==> src/rtl/dma_pkg.sv <==
// Shared definitions for the DMA controller: FSM state encoding, default
// parameter values and a width helper for channel indices.
package dma_pkg;

  typedef enum logic [1:0] {
    ST_IDLE = 2'd0,
    ST_REQ  = 2'd1,
    ST_XFER = 2'd2,
    ST_REL  = 2'd3
  } dma_state_e;

  localparam int DMA_WORD_SIZE = 16;
  localparam int DMA_NUM_CH    = 2;
  localparam int DMA_BURST_LEN = 4;
  localparam int DMA_LEN_W     = 12;

  // Index width that stays at least one bit for single-entry vectors.
  function automatic int idx_width(input int n);
    return (n > 1) ? $clog2(n) : 1;
  endfunction

endpackage

==> src/rtl/dma_rr_arbiter.sv <==
// Round-robin arbiter: one-hot grant starting the search at the channel after
// the last one serviced; the pointer only advances when en is high.
module dma_rr_arbiter
  import dma_pkg::*;
#(
  parameter int N = DMA_NUM_CH
) (
  input  logic         Clk,
  input  logic         Reset,
  input  logic [N-1:0] req,
  input  logic         en,
  output logic [N-1:0] grant
);

  localparam int PW = idx_width(N);

  logic [PW-1:0] ptr_q, ptr_d;
  logic [PW-1:0] idx_sel;
  logic          found;
  int            idx;

  always_comb begin
    grant   = '0;
    found   = 1'b0;
    idx     = 0;
    idx_sel = '0;
    ptr_d   = ptr_q;
    for (int k = 0; k < N; k++) begin
      idx = int'(ptr_q) + k;
      if (idx >= N) idx = idx - N;
      idx_sel = PW'(idx);
      if (!found && req[idx_sel]) begin
        found          = 1'b1;
        grant[idx_sel] = 1'b1;
        if (en) ptr_d = (idx == N - 1) ? '0 : PW'(idx + 1);
      end
    end
  end

  always_ff @(posedge Clk or posedge Reset) begin
    if (Reset) ptr_q <= '0;
    else       ptr_q <= ptr_d;
  end

endmodule

==> src/rtl/dma_controller.sv <==
// Multi-channel DMA engine: per-channel commands are drained from device
// sources into memory in bus tenures of at most BURST_LEN words.
module dma_controller
  import dma_pkg::*;
#(
  parameter int WORD_SIZE = DMA_WORD_SIZE,
  parameter int NUM_CH    = DMA_NUM_CH,
  parameter int BURST_LEN = DMA_BURST_LEN,
  parameter int LEN_W     = DMA_LEN_W
) (
  input  logic                          Clk,
  input  logic                          Reset,
  input  logic                          cmd_valid,
  output logic                          cmd_ready,
  input  logic [idx_width(NUM_CH)-1:0]  cmd_ch,
  input  logic [WORD_SIZE-1:0]          cmd_addr,
  input  logic [LEN_W-1:0]              cmd_len,
  input  logic [NUM_CH-1:0]             dev_valid,
  output logic [NUM_CH-1:0]             dev_ready,
  input  logic [NUM_CH*WORD_SIZE-1:0]   dev_data,
  output logic                          BR,
  input  logic                          BG,
  output logic                          writeM,
  output logic [WORD_SIZE-1:0]          address,
  output logic [WORD_SIZE-1:0]          data,
  input  logic                          mem_ack,
  output logic [NUM_CH-1:0]             busy,
  output logic [NUM_CH-1:0]             done_irq
);

  localparam int CH_W = idx_width(NUM_CH);
  localparam int BL_W = $clog2(BURST_LEN + 1);

  dma_state_e           state_q, state_d;
  logic                 br_q, br_d;
  logic                 hold_q, hold_d;
  logic [WORD_SIZE-1:0] address_q, address_d;
  logic [WORD_SIZE-1:0] data_q, data_d;
  logic [CH_W-1:0]      sel_q, sel_d;
  logic [BL_W-1:0]      burst_q, burst_d;
  logic [NUM_CH-1:0]    busy_q, busy_d;
  logic [NUM_CH-1:0]    done_q, done_d;
  logic [WORD_SIZE-1:0] addr_q [NUM_CH];
  logic [WORD_SIZE-1:0] addr_d [NUM_CH];
  logic [LEN_W-1:0]     rem_q  [NUM_CH];
  logic [LEN_W-1:0]     rem_d  [NUM_CH];
  logic [WORD_SIZE-1:0] dev_word [NUM_CH];

  logic [NUM_CH-1:0] grant;
  logic [CH_W-1:0]   grant_idx;
  logic [LEN_W-1:0]  grant_rem;
  logic [BL_W-1:0]   first_burst;
  logic              arb_en;
  logic              ch_ok;
  logic              xfer_live;
  logic              ack;
  logic              pop_ok;
  logic              pop;

  for (genvar gi = 0; gi < NUM_CH; gi++) begin : g_dev_word
    assign dev_word[gi] = dev_data[gi*WORD_SIZE +: WORD_SIZE];
  end

  if (NUM_CH == (1 << CH_W)) begin : g_ch_full
    assign ch_ok = 1'b1;
  end else begin : g_ch_range
    assign ch_ok = (cmd_ch < CH_W'(NUM_CH));
  end

  dma_rr_arbiter #(.N(NUM_CH)) u_arb (
    .Clk   (Clk),
    .Reset (Reset),
    .req   (busy_q),
    .en    (arb_en),
    .grant (grant)
  );

  always_comb begin
    grant_idx = '0;
    for (int c = 0; c < NUM_CH; c++) begin
      if (grant[c]) grant_idx = CH_W'(c);
    end
    grant_rem   = rem_q[grant_idx];
    first_burst = (int'(grant_rem) > BURST_LEN) ? BL_W'(BURST_LEN) : BL_W'(grant_rem);
  end

  // writeM and dev_ready are gated by BG combinationally so a revoked grant
  // stops bus activity in the same cycle; the holding word is kept.
  assign xfer_live = (state_q == ST_XFER) && BG;
  assign writeM    = xfer_live && hold_q;
  assign ack       = writeM && mem_ack;
  assign pop_ok    = xfer_live && (burst_q != BL_W'(hold_q)) && (!hold_q || ack);
  assign pop       = pop_ok && dev_valid[sel_q];
  assign dev_ready = pop_ok ? (NUM_CH'(1) << sel_q) : '0;
  assign cmd_ready = ch_ok && !busy_q[cmd_ch];

  assign BR       = br_q;
  assign address  = address_q;
  assign data     = data_q;
  assign busy     = busy_q;
  assign done_irq = done_q;

  always_comb begin
    state_d   = state_q;
    br_d      = br_q;
    hold_d    = hold_q;
    address_d = address_q;
    data_d    = data_q;
    sel_d     = sel_q;
    burst_d   = burst_q;
    busy_d    = busy_q;
    done_d    = '0;
    addr_d    = addr_q;
    rem_d     = rem_q;
    arb_en    = 1'b0;

    if (cmd_valid && cmd_ready) begin
      addr_d[cmd_ch] = cmd_addr;
      rem_d[cmd_ch]  = cmd_len;
      if (cmd_len == '0) done_d[cmd_ch] = 1'b1;
      else               busy_d[cmd_ch] = 1'b1;
    end

    // A word popped in the same cycle as an ack belongs to the next address.
    if (pop) begin
      hold_d    = 1'b1;
      data_d    = dev_word[sel_q];
      address_d = ack ? addr_q[sel_q] + WORD_SIZE'(1) : addr_q[sel_q];
    end

    if (ack) begin
      hold_d        = pop;
      addr_d[sel_q] = addr_q[sel_q] + WORD_SIZE'(1);
      rem_d[sel_q]  = rem_q[sel_q] - LEN_W'(1);
      burst_d       = burst_q - BL_W'(1);
      if (rem_q[sel_q] == LEN_W'(1)) begin
        busy_d[sel_q] = 1'b0;
        done_d[sel_q] = 1'b1;
      end
    end

    case (state_q)
      ST_IDLE: begin
        if (|busy_q) begin
          arb_en  = 1'b1;
          sel_d   = grant_idx;
          burst_d = first_burst;
          br_d    = 1'b1;
          state_d = ST_REQ;
        end
      end
      ST_REQ: begin
        if (BG) state_d = ST_XFER;
      end
      ST_XFER: begin
        if (!BG) begin
          state_d = ST_REQ;
        end else if (ack && burst_q == BL_W'(1)) begin
          br_d    = 1'b0;
          state_d = ST_REL;
        end
      end
      ST_REL: begin
        if (!BG) begin
          if (|busy_q) begin
            arb_en  = 1'b1;
            sel_d   = grant_idx;
            burst_d = first_burst;
            br_d    = 1'b1;
            state_d = ST_REQ;
          end else begin
            state_d = ST_IDLE;
          end
        end
      end
      default: state_d = ST_IDLE;
    endcase
  end

  always_ff @(posedge Clk or posedge Reset) begin
    if (Reset) begin
      state_q   <= ST_IDLE;
      br_q      <= 1'b0;
      hold_q    <= 1'b0;
      address_q <= '0;
      data_q    <= '0;
      sel_q     <= '0;
      burst_q   <= '0;
      busy_q    <= '0;
      done_q    <= '0;
      for (int c = 0; c < NUM_CH; c++) begin
        addr_q[c] <= '0;
        rem_q[c]  <= '0;
      end
    end else begin
      state_q   <= state_d;
      br_q      <= br_d;
      hold_q    <= hold_d;
      address_q <= address_d;
      data_q    <= data_d;
      sel_q     <= sel_d;
      burst_q   <= burst_d;
      busy_q    <= busy_d;
      done_q    <= done_d;
      addr_q    <= addr_d;
      rem_q     <= rem_d;
    end
  end

endmodule

==> config.mk <==
export PLATFORM = sky130hd
export DESIGN_NAME = dma_controller
export DESIGN_NICKNAME = d
export VERILOG_FILES = /design/src/rtl/dma_pkg.sv /design/src/rtl/dma_rr_arbiter.sv /design/src/rtl/dma_controller.sv
export SDC_FILE = /design/constraint.sdc
export NUM_CORES = 1
export LEC_CHECK = 0
export CAP_MARGIN = 20
export CORE_MARGIN = 2
export CORE_UTILIZATION = 50
export CTS_CLUSTER_SIZE = 8
export DETAILED_ROUTE_END_ITERATION = 8
export DONT_BUFFER_PORTS = 1
export HOLD_SLACK_MARGIN = 0.05
export MAX_ROUTING_LAYER = met4
export PLACE_DENSITY = 0.75
export SYNTH_ARGS = -nofsm -noshare
export SYNTH_HDL_FRONTEND = slang
export SYNTH_SLANG_ARGS = --single-unit
==> constraint.sdc <==
create_clock -name Clk -period 4.4 [get_ports Clk]
set_input_delay 0.66 -clock Clk [delete_from_list [all_inputs] [get_ports Clk]]
set_output_delay 0.66 -clock Clk [all_outputs]
set_load 0.05 [all_outputs]
After elaboration in Yosys (flattened, before gate mapping)
Index checks and enable logic that the tools add are counted.
Widths: inputs -> output; s select.
{"block": "op_classes", "n_addsub": 8, "n_lt_le_gt_ge": 16, "eq_ne": 14, "shift": 1, "mux": 91, "n_bitwise": 8, "reduce_logical": 28}
{"op": "$mux 16", "count": 9}
{"op": "$mux 32", "count": 4}
{"op": "$mux 12", "count": 8}
{"op": "$bwmux 32", "count": 2}
{"op": "$eq 32x2->1 const B", "count": 2}
{"op": "$bwmux 24", "count": 2}
{"op": "$mux 24", "count": 2}
{"op": "$demux 16 s1", "count": 2}
{"op": "$ge 32x3->1 const B", "count": 1}
{"op": "$mux 2", "count": 16}
{"op": "$sub 32x3->32 const B", "count": 1}
{"op": "$mux 1", "count": 31}
{"op": "$demux 12 s1", "count": 2}
{"op": "$add 16x1->16 const B", "count": 1}
{"op": "$logic_and 1x1->1", "count": 15}
{"op": "$eq 12x1->1 const B", "count": 1}
{"op": "$gt 12x3->1 const B", "count": 1}
{"op": "$logic_not 12->1", "count": 1}
{"op": "$mux 3", "count": 4}
{"op": "$sub 12x1->12 const B", "count": 1}
{"op": "$lt 1x2->1 const B", "count": 4}
{"op": "$ne 2x2->1 const B", "count": 4}
{"op": "$pmux 2 s4", "count": 1}
{"op": "$reduce_and 4->1", "count": 2}
{"op": "30 further kinds", "count": 49}
{"block": "totals", "ff_bits": 101, "out_inout_bits": 41}

Depth between registers and ports, before layout
{"block": "logic_depth", "word_depth": 19, "mapped_depth": 11, "ltp_nobuf": 7}

Modules after synthesis
Synthesis repeated with hierarchy kept, for this count alone.
{"block": "hier_totals", "hier_cells": 693, "hier_area_um2": 6117.1}
{"module": "dma_controller", "n_inst": 1, "cells_each": 681, "area_per_inst_um2": 6009.5, "seq_area_each_um2": 2502.4}
{"module": "dma_rr_arbiter", "n_inst": 1, "cells_each": 12, "area_per_inst_um2": 107.6, "seq_area_each_um2": 25.0}

Worst setup path after synthesis
Ideal clock, no wire load.
{"block": "synth_path", "path_type": "input port to output port", "startpoint": "input BG", "endpoint": "output dev_ready[0]", "arrival_time_ps": 1854, "required_time_ps": 3740, "setup_slack_ps": 1886, "stages": 4, "n_path_buf": 1, "cell_sequence": "buf_2 nand2_1 a221oi_2 nor2b_1"}
{"block": "synth_via", "elab_chain_cells": 6, "elab_cells_between_ends": 7}
{"item": "start, declared", "line_no": "dma_controller.sv:22", "rtl": "input logic BG,"}
{"item": "$logic_and 1x1->1 (*)", "line_no": "dma_controller.sv:89", "rtl": "assign xfer_live = (state_q == ST_XFER) && BG;"}
{"item": "$logic_and 1x1->1", "line_no": "dma_controller.sv:90", "rtl": "assign writeM = xfer_live && hold_q;"}
{"item": "$logic_and 1x1->1", "line_no": "dma_controller.sv:91", "rtl": "assign ack = writeM && mem_ack;"}
{"item": "$logic_or 1x1->1", "line_no": "dma_controller.sv:92", "rtl": "assign pop_ok = xfer_live && (burst_q != BL_W'(hold_q)) && (!hold_q || ack);"}
{"item": "$logic_and 1x1->1 (*)", "line_no": "dma_controller.sv:92"}
{"item": "$mux 2 (*)", "line_no": "dma_controller.sv:94", "rtl": "assign dev_ready = pop_ok ? (NUM_CH'(1) << sel_q) : '0;"}
{"item": "end, declared", "line_no": "dma_controller.sv:19", "rtl": "output logic [NUM_CH-1:0] dev_ready,"}
Mark *: on every way between the ends. The rest lies on a longest branch, timed or not.

==> reports/results.ini <==
[pwr]
peakVddDrop_uv=322
power_density_nw_per_um2=749
power_mw=4.81
power_leakage_nw=2.68

[logic_synthesis]
ys_ff_latch=101
syn_area_um2=6130
netlist.area_leader.share_pct=41.2
ys_seq_area_share_pct=41.2
synth_edf_count=0
syn_inst=680
synth_area_per_cell_um2=9.02
yosys_warnings=0
yosysMostFrequentCell=nand2_1
synthFlopType=dfrtp_1
synth_cell_types=57
syn_nets=758
synth_top_cell_by_area=dfrtp_1
synthTopCellsByCount=nand2_1, dfrtp_1, o21ai_0, mux2i_1, a21oi_1
synthTopCellsByArea=dfrtp_1, nand2_1, mux2i_1, xnor2_1, o21ai_0
synthArstFlopShare_pct=100

[floorplanning]
placementRows=40
fp.dieH_um=115
ios=109
start_util_pct=51.0
die_w_um=115
die_area_um2=13200
fp.coreArea_um2=12000

[sta]
setup_viol=0
tightest_slew_ns=1.07
fin_crit_ns=3.01
min_period_over_period_pct=68.5
fin_skew_ns=0.00820
finalHoldViolCount=0
relSlewSlack_pct=26.7
maxSlewViolCount=0
fin_tns_setup_ns=0
max_freq_ghz=0.332
rsz0062_at_grt=false

[detailed_routing]
vias_per_cell=6.24
vias=5041
drtPass1Iterations=5
antenna_left=0
routed_wl_um=15100
drt_iter0_markers=343
drc=0
wl_per_cell_um=18.7

[layout]
drive_above_1_share_pct=10.3
num-nets-final=734
antenna_cells=0
area_growth_pct=4.78

[grt]
grt_use_total_pct=24.2
grt_pass1_wl_um=24500
antenna_found_initial=0
grt_pass1_vias=4911
grt_max_degree=77
grt_remaining_overflow=0

[clock_network]
cts_setup_buffers=0
cts.htree.levels=3
clkTransAtPathRegs_ns=0.07
clock_path_buffers=2
cts_buffers=9
cts.sinks=101
cts_hold_buf=0
clk_latency_ns=0.36
root_buffer=clkbuf_16
post_cts_resized=0
cts_tree=done

[critical_path]
start_kind=flip-flop
crit_type=reg -> reg
required_ns=4.64
crit_fanout=73
critPathMaxStageDelay_ns=1.13
path_cells=nand4_1 -> a22oi_1 -> and4b_1 -> and3_1 -> nor3_2
crit_family=flip-flops
crit_path_end_kind=flip-flop
crit_buf_inv=0
critPathArrivalTime_ns=3.25
cp_slowest_cell=dfrtp_4
critPathLaunch=sel_q
rr_startpoint=sel_q

[place]
io_buffers=0
place.gp.congestion=0.950
hpwl_um=10300

[outcome]
outcome=completed

[job]
cap_violations=0

[hold_path]
hold_class=in -> async

## area by class of cell
type                    count  area, µm²
repair buffers              6       45.0
flip-flops and latches    101       2530
inverters                   9       36.3
well taps                 147        184
clock buffers              10        229
multi-input cells         529       3330
fillers                  1074       5590
clock inverters             6       72.6
## worst paths after layout
path                                    end  slack, ns  cells past startpoint
worst max-delay path             addr_q[31]       1.39                      5
worst min-delay path               data[11]       0.37                      1
worst max register to register   addr_q[31]       1.39                      5
worst min register to register  u_arb.ptr_q       0.50                      1
max in group asynchronous             sel_q       3.06                      2
min in group Clk                  addr_q[6]       0.44                      2
## power breakdown
part / switching, mW / total (mW) / leakage (nW) / internal (mW)
combinational: 0.908 / 1.70 / 1.30 / 0.789
clock: 0.365 / 0.811 / 0.137 / 0.446
sequential: 0.982 / 2.30 / 1.24 / 1.32
total: 2.25 / 4.81 / 2.68 / 2.56
## state kept, by name, summed over array words and instances, names as in the netlist, 2 cells and up
name and flops:
state_q 2, addr_q 32, busy 2, burst_q 3, data 16, rem_q 24
address 16, done_irq 2
## per-stage QoR
stage / cells / utilization [%] / hold slack [ns] / setup slack (ns) / instance area (µm²)
floorplan: 680 / - / 0.459 / 1.09 / 6130
global placement: 792 / 51.0 / 0.477 / 1.48 / 6120
detailed placement: 792 / 51.0 / 0.489 / 1.46 / 6120
CTS: 808 / 53.5 / 0.421 / 1.38 / 6420
global route: 808 / 53.5 / 0.444 / 1.11 / 6420
finish: 808 / 53.5 / 0.367 / 1.39 / 6420
## metal layers
metal  global-route usage (%)  share of wire [%]  up-vias
li1                         -                  -     2364
met1                     30.7                 43     2416
met2                     37.4                 46      240
met3                     7.64                9.6       21
met4                     7.39                1.6        0
met5                        -                  0        -
## cell families (layout without fill, tap and decap cells)
family / Yosys count / in the layout / synth area share (%)
DFF: 101 / 101 / 41.2
buffers and inverters: 50 / 31 / 4.57
adders and majority gates: 10 / 10 / 2.04
xor gates and xnor gates: 35 / 35 / 5.00
muxes: 53 / 53 / 9.20
and+or+nand+nor: 287 / 287 / 23.4
AOI/OAI and AO/OA: 144 / 144 / 14.5
## cell usage in the layout, fill, tap and decap left out, types with 14 or more instances in the layout
cell type,n
a21oi_1,34
a31oi_1,23
and3_1,26
dfrtp_1,100
mux2i_1,38
nand2_1,137
nand3_1,17
nor2_1,32
nor3_1,19
o21ai_0,43
o22ai_1,14
xnor2_1,28
## worst reg2reg max path, cell delays in order (launching register included)
cell     delay [ns]
dfrtp_4        1.13
nand4_1        0.33
a22oi_1        0.82
and4b_1        0.39
and3_1         0.19
nor3_2         0.05
(Power assumes the default switching activity.)
